`src/rtl/pipeline_hazard_ctrl.sv`:
```
// Pipeline hazard controller: sequences PC and IF/ID, ID/EX, EX/MEM, MEM/WB
// latch enables and synchronous clears from halt, memory-wait, flush,
// load-use and fetch-wait conditions. All outputs are combinational from
// the state register and inputs, so decisions take effect in the same cycle.
// Optional stall/flush performance counters are built when HAZARD_PERF_EN
// is defined; otherwise both counter outputs are tied to zero.
module pipeline_hazard_ctrl #(
    parameter int unsigned REGW = 5,
    parameter int unsigned CNTW = 32
) (
    input  logic            CLK,
    input  logic            sRST,
    input  logic            ihit,
    input  logic            dhit,
    input  logic            exmem_dmemREN_l,
    input  logic            exmem_dmemWEN_l,
    input  logic            exmem_pcsrc_l,
    input  logic            idex_dmemREN_l,
    input  logic [REGW-1:0] idex_wsel_l,
    input  logic [REGW-1:0] ifid_rs,
    input  logic [REGW-1:0] ifid_rt,
    input  logic            memwb_hlt_l,
    output logic            pc_en,
    output logic            ifid_en,
    output logic            idex_en,
    output logic            exmem_en,
    output logic            memwb_en,
    output logic            ifid_sRST,
    output logic            idex_sRST,
    output logic            exmem_sRST,
    output logic            memwb_sRST,
    output logic            halt,
    output logic [CNTW-1:0] stall_cnt,
    output logic [CNTW-1:0] flush_cnt
);

    typedef enum logic [1:0] {StRun, StLdStall, StFlush, StHalt} state_e;

    state_e state_q, state_d;
    logic   mem_wait;
    logic   load_use;
    logic   stall_ev;
    logic   flush_ev;

    assign mem_wait = (exmem_dmemREN_l | exmem_dmemWEN_l) & ~dhit;
    // $0 is hardwired, so a load targeting it never creates a dependency.
    assign load_use = idex_dmemREN_l && (idex_wsel_l != '0) &&
                      ((idex_wsel_l == ifid_rs) || (idex_wsel_l == ifid_rt));

    // State register.
    always_ff @(posedge CLK) begin
        if (sRST) begin
            state_q <= StRun;
        end else begin
            state_q <= state_d;
        end
    end

    // Prioritised hazard decode: next state plus all latch controls.
    always_comb begin
        state_d    = state_q;
        pc_en      = 1'b0;
        ifid_en    = 1'b0;
        idex_en    = 1'b0;
        exmem_en   = 1'b0;
        memwb_en   = 1'b0;
        ifid_sRST  = 1'b0;
        idex_sRST  = 1'b0;
        exmem_sRST = 1'b0;
        memwb_sRST = 1'b0;
        halt       = 1'b0;
        stall_ev   = 1'b0;
        flush_ev   = 1'b0;
        if (sRST) begin
            ifid_sRST  = 1'b1;
            idex_sRST  = 1'b1;
            exmem_sRST = 1'b1;
            memwb_sRST = 1'b1;
            state_d    = StRun;
        end else if (state_q == StHalt) begin
            halt = 1'b1;
        end else if (memwb_hlt_l) begin
            // Let the HALT retire through MEM/WB, freeze everything upstream.
            memwb_en = 1'b1;
            state_d  = StHalt;
        end else if (mem_wait) begin
            stall_ev = 1'b1;
        end else if (exmem_pcsrc_l) begin
            // Flush wins over load-use: the dependent instruction is discarded.
            pc_en      = 1'b1;
            ifid_en    = 1'b1;
            idex_en    = 1'b1;
            exmem_en   = 1'b1;
            memwb_en   = 1'b1;
            ifid_sRST  = 1'b1;
            idex_sRST  = 1'b1;
            exmem_sRST = 1'b1;
            flush_ev   = 1'b1;
            state_d    = StFlush;
        end else if (load_use && (state_q != StLdStall)) begin
            idex_en   = 1'b1;
            exmem_en  = 1'b1;
            memwb_en  = 1'b1;
            idex_sRST = 1'b1;
            stall_ev  = 1'b1;
            state_d   = StLdStall;
        end else if (!ihit) begin
            ifid_en   = 1'b1;
            idex_en   = 1'b1;
            exmem_en  = 1'b1;
            memwb_en  = 1'b1;
            ifid_sRST = 1'b1;
            stall_ev  = 1'b1;
            state_d   = StRun;
        end else begin
            pc_en    = 1'b1;
            ifid_en  = 1'b1;
            idex_en  = 1'b1;
            exmem_en = 1'b1;
            memwb_en = 1'b1;
            state_d  = StRun;
        end
    end

`ifdef HAZARD_PERF_EN
    localparam logic [CNTW-1:0] CntOne = {{(CNTW-1){1'b0}}, 1'b1};

    logic [CNTW-1:0] stall_q;
    logic [CNTW-1:0] flush_q;

    // Saturating event counters; events never fire in HALT, so they freeze there.
    always_ff @(posedge CLK) begin
        if (sRST) begin
            stall_q <= '0;
            flush_q <= '0;
        end else begin
            if (stall_ev && (stall_q != '1)) begin
                stall_q <= stall_q + CntOne;
            end
            if (flush_ev && (flush_q != '1)) begin
                flush_q <= flush_q + CntOne;
            end
        end
    end

    assign stall_cnt = sRST ? '0 : stall_q;
    assign flush_cnt = sRST ? '0 : flush_q;
`else
    assign stall_cnt = '0;
    assign flush_cnt = '0;
`endif

endmodule
```
`config.mk`:
```
export PLATFORM = sky130hd
export DESIGN_NAME = pipeline_hazard_ctrl
export DESIGN_NICKNAME = d
export VERILOG_FILES = /design/src/rtl/pipeline_hazard_ctrl.sv
export SDC_FILE = /design/constraint.sdc
export NUM_CORES = 1
export LEC_CHECK = 0
export CAP_MARGIN = 20
export CORE_MARGIN = 8
export CORE_UTILIZATION = 27
export CTS_CLUSTER_SIZE = 28
export DETAILED_ROUTE_END_ITERATION = 10
export PLACE_DENSITY = 0.81
export SYNTH_ARGS = -nofsm -noshare
export SYNTH_HDL_FRONTEND = slang
export SYNTH_SLANG_ARGS = --single-unit
```
`constraint.sdc`:
```
create_clock -name CLK -period 3 [get_ports CLK]
set_input_delay 0.9 -clock CLK [delete_from_list [all_inputs] [get_ports CLK]]
set_output_delay 0.9 -clock CLK [all_outputs]
set_load 0.01 [all_outputs]
```
==> results of run 1 <==
## synth_stat cells, types with 2 or more instances
master   count
inv_1        3
nand3_1      2
nor2_1       6
buf_4       66
dfxtp_1      2
a21o_1       2
nand2_1      4
nor3_1       3
xnor2_1     10
a21oi_1      2
## power by group
group | internal, W | switching (W)
Sequential | 0.0000293 | 0.00000359
Combinational | 0.0000690 | 0.0000850
Clock | 0.0000440 | 0.0000136
## final timing paths
kind / startpoint / end / slack [ps] / cells past startpoint
worst max register to register: state_q[0]$_SDFFE_PP0P_ / state_q[0]$_SDFFE_PP0P_ / 1820 / 3
worst min-delay path: state_q[0]$_SDFFE_PP0P_ / state_q[0]$_SDFFE_PP0P_ / 670 / 2
worst min register to register: state_q[0]$_SDFFE_PP0P_ / state_q[0]$_SDFFE_PP0P_ / 670 / 2
worst max-delay path: idex_wsel_l[1] / ifid_sRST / -160 / 7
## cell usage in the layout (no fill, tap or decap), types with 2 or more instances in the layout
cell / instances
buf_6: 5
dfxtp_1: 2
nand3_1: 2
dlymetal6s2s_1: 2
buf_4: 12
nor3_1: 2
nand2_1: 4
nor2_1: 4
nor2_2: 2
buf_2: 5
dlygate4sd2_1: 2
xnor2_1: 10
clkdlybuf4s50_1: 17
inv_1: 2
conb_1: 64
clkbuf_2: 3
a21o_1: 2
clkbuf_4: 3
## cell type report
type / count / area (um^2)
Multi-Input combinational cell: 105 / 560.5
Inverter: 3 / 11.26
Tap cell: 33 / 41.29
Timing Repair Buffer: 47 / 410.4
Clock buffer: 3 / 22.52
Sequential cell: 2 / 40.04
Fill cell: 344 / 1917
## layer usage
| metal | wire length [um] | part of all wire [%] | GRT usage [%] |
|---|---|---|---|
| met1 | 854 | 37 | 7.943 |
| met2 | 1165 | 51 | 14.68 |
| met3 | 266 | 12 | 4.603 |
| met4 | 0 | 0 | 0.6803 |
| met5 | 0 | 0 | 0 |
## worst max-delay path: cells and delay by family
| kind | cells | cell delay (ps) |
|---|---|---|
| AND/OR/NAND/NOR | 2 | 570 |
| buffers and inverters | 3 | 390 |
| AO/OA/AOI/OAI | 2 | 400 |
## through the flow
step	cells	instance area, um^2	setup WS (ps)	TNS [ps]	total power (W)
6_report	193	1086	-161.3	-407.4	0.0002444
5_1_grt	193	1086	-246.5	-636.8	0.0002653
4_1_cts	193	1087	-195.5	-523.6	0.0002426
3_5_place_dp	188	1039	-903.6	-4870	0.0001791
3_3_place_gp	188	1039	-865.5	-4588	0.0001777
2_1_floorplan	176	1072	94.18	0	0.0001699
## cells by family (layout without fill, tap and decap cells)
group / count (synthesis) / after routing / synth area share (%)
other: 1 / 64 / 0.4487
AO/OA/AOI/OAI: 13 / 13 / 13.62
XOR/XNOR: 10 / 10 / 10.48
flip-flops: 2 / 2 / 4.791
buffers and inverters: 69 / 53 / 60.63
AND/OR/NAND/NOR: 18 / 18 / 10.03
## repair_timing
action	in CTS	in global routing
setup buffers	2	0
gates resized for setup	52	11
hold endpoints to repair	0	0
pin swaps	4	6
setup endpoints to repair	10	8
==> run summary, run 1 <==
max cap viols = 0
pwr dens = 225.0 nW/um^2
leading area contributor after synthesis = buf_4
DRC = 0
Layout area overhead = 29.94%
max incr delay on CP = 540 ps
num ports = 98
final worst path period need = 3161 ps
FMAX = 316.3 MHz
status = finished, violations left
DR vias = 686
gr usage total = 8.038%
clock buffer count from CTS = 3
antenna violations before repair = 0
Placer Congestion = 0.7307
H-tree depth = 1
Initial Util = 27.83%
Placeable Area = 3003 um^2
vias in the first global route = 768
violated checks = setup timing
CP Cell Sequence = buf_6 > or4_4 > o221ai_4 > buf_6 > nor3_2 > a221oi_2 > buf_2
Syn Inst Count = 113
biggest regs = state_q: 2 flops
crit start category = input pin
Seq/Total Area, Yosys = 4.790%
Yosys reg bits = 2
clock transition at the registers of the reported paths = 30 ps
Die Y = 71.64 um
PnR worst setup slack = -161.3 ps
final hold violation count = 0
DRT antenna net count = 0
layout cells sized above 1 = 24.38%
post-synth cell types = 23
die area = 5132 um^2
via/cell ratio = 3.554
first-pass GRT wire length = 3429 um
final cell utilization of the core = 36.17%
largest net degree at the start of global routing = 7
final slew viol count = 0
Max VDD drop = 0.08079 mV
fin crit share = 105.4%
CTS tree = done
Critical Path Fanout Max = 3
final setup vio count = 4
Die Width = 71.64 um
DRT iter0 DRCs = 22
Critical Path Slowest Stage Cell = or4_4
Leak = 0.5741 nW
number of synthesized flops with an enable pin = 0
Nets = 186
RSZ-0062 raised after global routing = true
# port buffers = 33
DR WL/cell = 11.84 um
Largest Register = state_q
Mapped Area = 835.8 um^2
CP arrival = 2260 ps
clock sinks = 2
Worst Clk Skew = 2.627 ps
final WL = 2285 um
clock latency on the worst-skew pair = 220 ps
Crit path top cell by count = buf_6
Yosys warning total = 0
FFs w/ async S/R, synth = 0%
diodes inserted = 0
final hold slack = 669.5 ps
syn_area_per_cell = 7.396 um^2
WP data required = 2100 ps
num rows = 20
Post-CTS Hold Buffers = 0
crit path kind = input pin to output port
max FFs per register = 2
post-synth top area share = 59.28%
clock root buffer = clkbuf_4
clk buf depth = 2
crit path capture type = output port
Overflow after GRT = 0
post-DP HPWL = 2037 um
min-delay worst type = register to register
Initial DRT Pass Iterations = 4
top cells by area, synth = buf_4, xnor2_1, dfxtp_1, nor2_1, nor3_1
ys flop type = dfxtp_1
(Power assumes the default switching activity.)
==> run 2: changes to the inputs <==
--- a/config.mk
+++ b/config.mk
@@ -5,7 +5,6 @@
 export SDC_FILE = /design/constraint.sdc
 export NUM_CORES = 1
 export LEC_CHECK = 0
-export CAP_MARGIN = 20
 export CORE_MARGIN = 8
 export CORE_UTILIZATION = 27
 export CTS_CLUSTER_SIZE = 28
==> results of run 2 <==
Final layout, timing and power as in run 1 (identical DEF).
